==> src/rtl/pack_s3_stream.sv <==
// Ternary packer: converts LANES groups of 5 trits per beat into bytes and
// shifts them into a wide packed register, with flow control and status.
module pack_s3_stream #(
    parameter int LANES     = 2,
    parameter int OUT_BYTES = 136,
    parameter int CNT_W     = 8
) (
    input  logic                   local_clk,
    input  logic                   rst,
    input  logic                   clr,
    input  logic                   hold,
    input  logic                   in_valid,
    output logic                   in_ready,
    input  logic [LANES*10-1:0]    in_trits,
    output logic [OUT_BYTES*8-1:0] out_data,
    output logic [CNT_W-1:0]       byte_cnt,
    output logic                   done,
    output logic                   err
);

    localparam int BEATS = OUT_BYTES / LANES;
    localparam int OW    = OUT_BYTES * 8;
    localparam int SW    = LANES * 8;

    logic [CNT_W-1:0] beat_cnt_q;
    logic             s1_valid_q;
    logic [SW-1:0]    s1_bytes_q;
    logic [SW-1:0]    s1_bytes_d;
    logic [OW-1:0]    data_q;
    logic [OW-1:0]    data_d;
    logic [CNT_W-1:0] cnt_q;
    logic [CNT_W-1:0] cnt_d;
    logic             done_q;
    logic             err_q;
    logic             bad_trit;
    logic             accept;

    function automatic logic [7:0] trit_val(input logic [1:0] c);
        return (c == 2'b11) ? 8'd0 : {6'd0, c};
    endfunction

    // Horner evaluation from t4 down; max 242 so 8 bits never overflow
    function automatic logic [7:0] lane_byte(input logic [9:0] g);
        logic [7:0] acc;
        acc = 8'd0;
        for (int i = 4; i >= 0; i--) begin
            acc = acc * 8'd3 + trit_val(g[2*i +: 2]);
        end
        return acc;
    endfunction

    always_comb begin
        s1_bytes_d = '0;
        bad_trit   = 1'b0;
        for (int l = 0; l < LANES; l++) begin
            s1_bytes_d[l*8 +: 8] = lane_byte(in_trits[l*10 +: 10]);
            for (int i = 0; i < 5; i++) begin
                if (in_trits[l*10 + 2*i +: 2] == 2'b11) begin
                    bad_trit = 1'b1;
                end
            end
        end
    end

    assign in_ready = !hold && !clr && (beat_cnt_q < CNT_W'(BEATS));
    assign accept   = in_valid && in_ready;

    assign data_d = {s1_bytes_q, data_q[OW-1:SW]};
    assign cnt_d  = cnt_q + CNT_W'(LANES);

    always_ff @(posedge local_clk or posedge rst) begin
        if (rst) begin
            beat_cnt_q <= '0;
            s1_valid_q <= 1'b0;
            s1_bytes_q <= '0;
            data_q     <= '0;
            cnt_q      <= '0;
            done_q     <= 1'b0;
            err_q      <= 1'b0;
        end else if (clr) begin
            beat_cnt_q <= '0;
            s1_valid_q <= 1'b0;
            s1_bytes_q <= '0;
            data_q     <= '0;
            cnt_q      <= '0;
            done_q     <= 1'b0;
            err_q      <= 1'b0;
        end else if (!hold) begin
            if (accept) begin
                s1_bytes_q <= s1_bytes_d;
                s1_valid_q <= 1'b1;
                beat_cnt_q <= beat_cnt_q + 1'b1;
                if (bad_trit) begin
                    err_q <= 1'b1;
                end
            end else begin
                s1_valid_q <= 1'b0;
            end
            if (s1_valid_q) begin
                data_q <= data_d;
                cnt_q  <= cnt_d;
                if (cnt_d == CNT_W'(OUT_BYTES)) begin
                    done_q <= 1'b1;
                end
            end
        end
    end

    assign out_data = data_q;
    assign byte_cnt = cnt_q;
    assign done     = done_q;
    assign err      = err_q;

endmodule
==> config.mk <==
export PLATFORM = sky130hd
export DESIGN_NAME = pack_s3_stream
export DESIGN_NICKNAME = d
export VERILOG_FILES = /design/src/rtl/pack_s3_stream.sv
export SDC_FILE = /design/constraint.sdc
export NUM_CORES = 2
export LEC_CHECK = 0
export CAP_MARGIN = 15
export CORE_AREA = 2 2 432 434
export DETAILED_ROUTE_END_ITERATION = 10
export DIE_AREA = 0 0 434 436
export PLACE_DENSITY = 0.46
export SYNTH_ARGS = -nofsm -noshare
export SYNTH_HDL_FRONTEND = slang
export SYNTH_SLANG_ARGS = --single-unit
==> constraint.sdc <==
create_clock -name local_clk -period 41.6 [get_ports local_clk]
set_input_delay 8.32 -clock local_clk [delete_from_list [all_inputs] [get_ports local_clk]]
set_output_delay 8.32 -clock local_clk [all_outputs]
set_load 0.03 [all_outputs]
Word level (Yosys, flattened, before mapping) --
Cells that the tools add are included.
Word-level totals: flip-flop bits (word level) 1123, bits of input ports 25, word-level logic and storage cells 94
Cells by class: $add $sub $neg 10, multipliers 8, order comparisons 1, equal/unequal tests 12, multiplexer cells 43, reductions and logical operators 13
Operators with widths (count):
- $mux 1088 | 3
- $mux 16 | 3
- $mux 8 | 6
- $add 8x2->8 | 4
- $mul 8x2->8 const B | 4
- $mux 1 | 21
- $eq 2x2->1 const B | 10
- $mux 2 | 10
- $add 7x2->8 | 2
- $mul 5x2->7 const B | 2
- $add 4x2->5 | 2
- $add 8x1->8 const B | 1
- $add 8x2->8 const B | 1
- $eq 8x8->1 const B | 1
- $lt 8x7->1 const B | 1
- $mul 2x2->4 const B | 2
- $reduce_bool 2->1 | 4
- $reduce_and 3->1 | 2
- $reduce_and 2->1 | 2
- $logic_and 1x1->1 | 3
- $logic_not 1->1 | 2
- $ne 2x2->1 const B | 1

Logic depth before layout (Yosys ltp) --
depth after elaboration 15, gate-level depth with buffers 28

Worst setup path before layout --
Ideal clock, no wire load.
kind input to output, from in clr, to out in_ready, arrival time 9.043 ns, required time 33.280 ns, slack 24.237 ns, stages on the path 2, path through clkbuf_1 -> a2111oi_4
On the way: word-level cells in the longest chain between the ends 3
Ends and longest elaborated chain:
- start, declared | line 10 | input logic clr,
- $logic_not 1->1 | line 65 | assign in_ready = !hold && !clr && (beat_cnt_q < CNT_W'(BEATS));
- $logic_and 1x1->1 (2 in series) | line 65
- end, declared | line 13 | output logic in_ready,
No other way between the ends.

Worst setup path in the final report --
from in hold, to out in_ready
On the way: word-level cells in the longest chain between the ends 3
Ends and longest elaborated chain:
- start, declared | line 11 | input logic hold,
- $logic_not 1->1
- $logic_and 1x1->1 (2 in series) | line 65
No other way between the ends.

==> impl_metrics.tcl <==
set metrics [dict create \
    grt_pass1_wl_mm 297 \
    fin_worst_skew_ns 0.0270 \
    power_frac_seq 0.408 \
    yosys_warnings 0 \
    fin_nets 6139 \
    hold_viol 0 \
    synth_cell_types 43 \
    p_comb_frac 0.139 \
    ant_nets 0 \
    r2r_cells 8 \
    p_sw_mw 0.739 \
    io_buffers 1122 \
    num_vias 39700 \
    dieHeight_um 436 \
    slew_headroom 0.202 \
    clock-sinks 1122 \
    startpoint "hold" \
    fillers 19300 \
    synth_top_area_frac 0.614 \
    dpl.hpwl_mm 151 \
    antenna_found_initial 4 \
    regArea_sq_um 28100 \
    synth_area_leaders "dfrtp_1, nand2_1, a21oi_1" \
    post_drt_wl_per_cell_um 24.2 \
    cp.arrival_ns 9.90 \
    ctsHoldBuffers 0 \
    area_delta_synth_final_pct 39.2 \
    postCtsSetupRepairBufs 0 \
    hold_start "done" \
    ir_drop_v 0.0000382 \
    initial_utilization 0.248 \
    ctsResizeCount 0 \
    critical_path_required_ns 33.28 \
    dr.pass1.iters 8 \
    wl_mm 208 \
    r2r-start "s1_valid_q" \
    clkTransAtPathRegs_ns 0.05 \
    worst_setup_path_end_kind "primary output" \
    min_period_over_period 0.438 \
    p_leak_nw 25.3 \
    htreeDepth 4 \
    multi_input_area_sq_um 16100 \
    fmax_mhz 54.9 \
    rsz0062_at_grt "no" \
    gr-total-overflow 0 \
    root_buffer "clkbuf_16" \
    grt_start_max_net_pins 212 \
    num_rows 158 \
    die_w_um 434 \
    core_sq_um 185000 \
    final_layout_size_suffix_gt1_frac 0.0426 \
    cts_buffer_depth 3 \
    die-area_sq_um 189000 \
    synth_top_area_cell "dfrtp_1" \
    setup_viol_count_final 0 \
    cts_buffers 139 \
    ys_async_sr_fraction 1.00 \
    fin_crit_ns 18.22 \
    synth-edff-count 0 \
    tightest_slew_ns 1.20 \
    grt_pass1_vias 39000 \
    worstSetupPathType "in -> out" \
    dp_cells 8369 \
    ys_seq_area_frac 0.614 \
    slew_viol_final 0 \
    drv_cap 0 \
    track_usage 0.214 \
    synthMostInstantiatedCell "nand2_1" \
    synth_top_flop_cell "dfrtp_1" \
    outcome "completed" \
    synthTopCellsByCount "nand2_1, dfrtp_1, a21oi_1" \
    synth_area_sq_um 45700 \
    pin_count 1124 \
    start_kind "input port" \
    drc 0 \
    netlist_instances 5089 \
    syn_area_per_cell_sq_um 8.99 \
    stdcell_count 8616 \
    cellPowerDensity_nw_per_um2 42.3 \
    clock_latency_ns 0.79 \
    synth_fp_nets 5198 \
    hold_class "reg -> reg" \
    p_sw_frac 0.275 \
    vias_per_cell 4.61 \
    gp_congestion 0.889 \
    hold_end "done" \
    holdPathStages 2 \
    p_int_mw 1.95 \
    reg2reg_slack_ns 35.94 \
    setup_tns_ns 0 \
    crit_fanout 4 \
    r2r-end "out_data[867]" \
    ys_seq_elements 1122 \
    drt_iter0_drc 3173 \
    pwr-share-clk 0.453 \
    cts_tree "built" \
]
==> metrics by stage <==
step                      hold WS, ns  power [mW]  setup WS (ns)  utilization  instance area, sq um
after floorplan                 0.467        1.42           1.68            -                 45700
after global placement          0.490        1.49          23.42        0.320                 59200
after detailed placement        0.494        1.49          23.37        0.320                 59200
after CTS                       0.506        2.73          23.38        0.345                 63700
after global routing            0.523        2.83          23.32        0.345                 63700
final                           0.509        2.69          23.38        0.345                 63700
==> worst max-delay path, cell delays in order <==
cell and delay, ns:
clkdlybuf4s50_1 0.55, a2111oi_4 0.30, clkdlybuf4s50_1 0.73
==> kinds of logic after synthesis <==
logic type	count (synthesis)	synth area share
compound gates	1159	0.129
xor+xnor	34	0.00684
fa+ha+maj	84	0.0253
buf+inv	405	0.0336
flops	1122	0.614
mux	1	0.000246
other cells	1	0.0000820
simple gates	2283	0.191
==> power groups by stage <==
stage	registers [mW]	clock network (mW)	logic, mW
after floorplan	1.12	0	0.295
after global routing	1.10	1.30	0.432
final	1.10	1.22	0.373
after global placement	1.12	0	0.375
after detailed placement	1.12	0	0.374
after CTS	1.10	1.25	0.378
==> state kept, by name, indices dropped and copies added (netlist names) <==
name,cells
s1_valid_q,1
err,1
done,1
out_data,1088
s1_bytes_q,16
beat_cnt_q,8
byte_cnt,7
==> final cells by class <==
cell class,count,area share
diodes,3,0.000118
flip-flops and latches,1122,0.441
clock buffers,207,0.0624
clock inverters,37,0.00837
repair buffers,1175,0.184
well taps,2480,0.0487
inverters,30,0.00189
multi-input cells,3562,0.253
==> per-layer routing <==
layer,vias to the layer above,track usage,share of wire
met4,0,0.0865,0.044
li1,18300,-,-
met2,1083,0.354,0.48
met5,-,0,0
met1,20000,0.263,0.40
met3,287,0.0593,0.068
==> how the worst max path moves through the flow <==
stage                          to  slack, ns  depth (start not counted)
CTS                      in_ready      23.38                          3
global placement         in_ready      23.42                          3
detailed placement       in_ready      23.37                          3
global route             in_ready      23.32                          3
floorplan           beat_cnt_q[0]       1.68                          1
finish                   in_ready      23.38                          3
==> cells in the final DEF (no fill, tap or decap), types with 10 or more instances in the layout <==
cell type and count:
nand3b_1 18, clkdlybuf4s50_1 1121, fa_1 14, buf_4 46, clkbuf_1 45, nor2_1 22
nand2_1 2201, inv_1 29, clkinv_2 10, xnor2_1 15, o21ai_1 12, nor2b_1 19
dfrtp_1 1122, clkbuf_8 22, xor2_1 18, ha_1 70, clkbuf_16 140, a21oi_1 1111
Note: power is estimated with default switching activity, not from simulation.
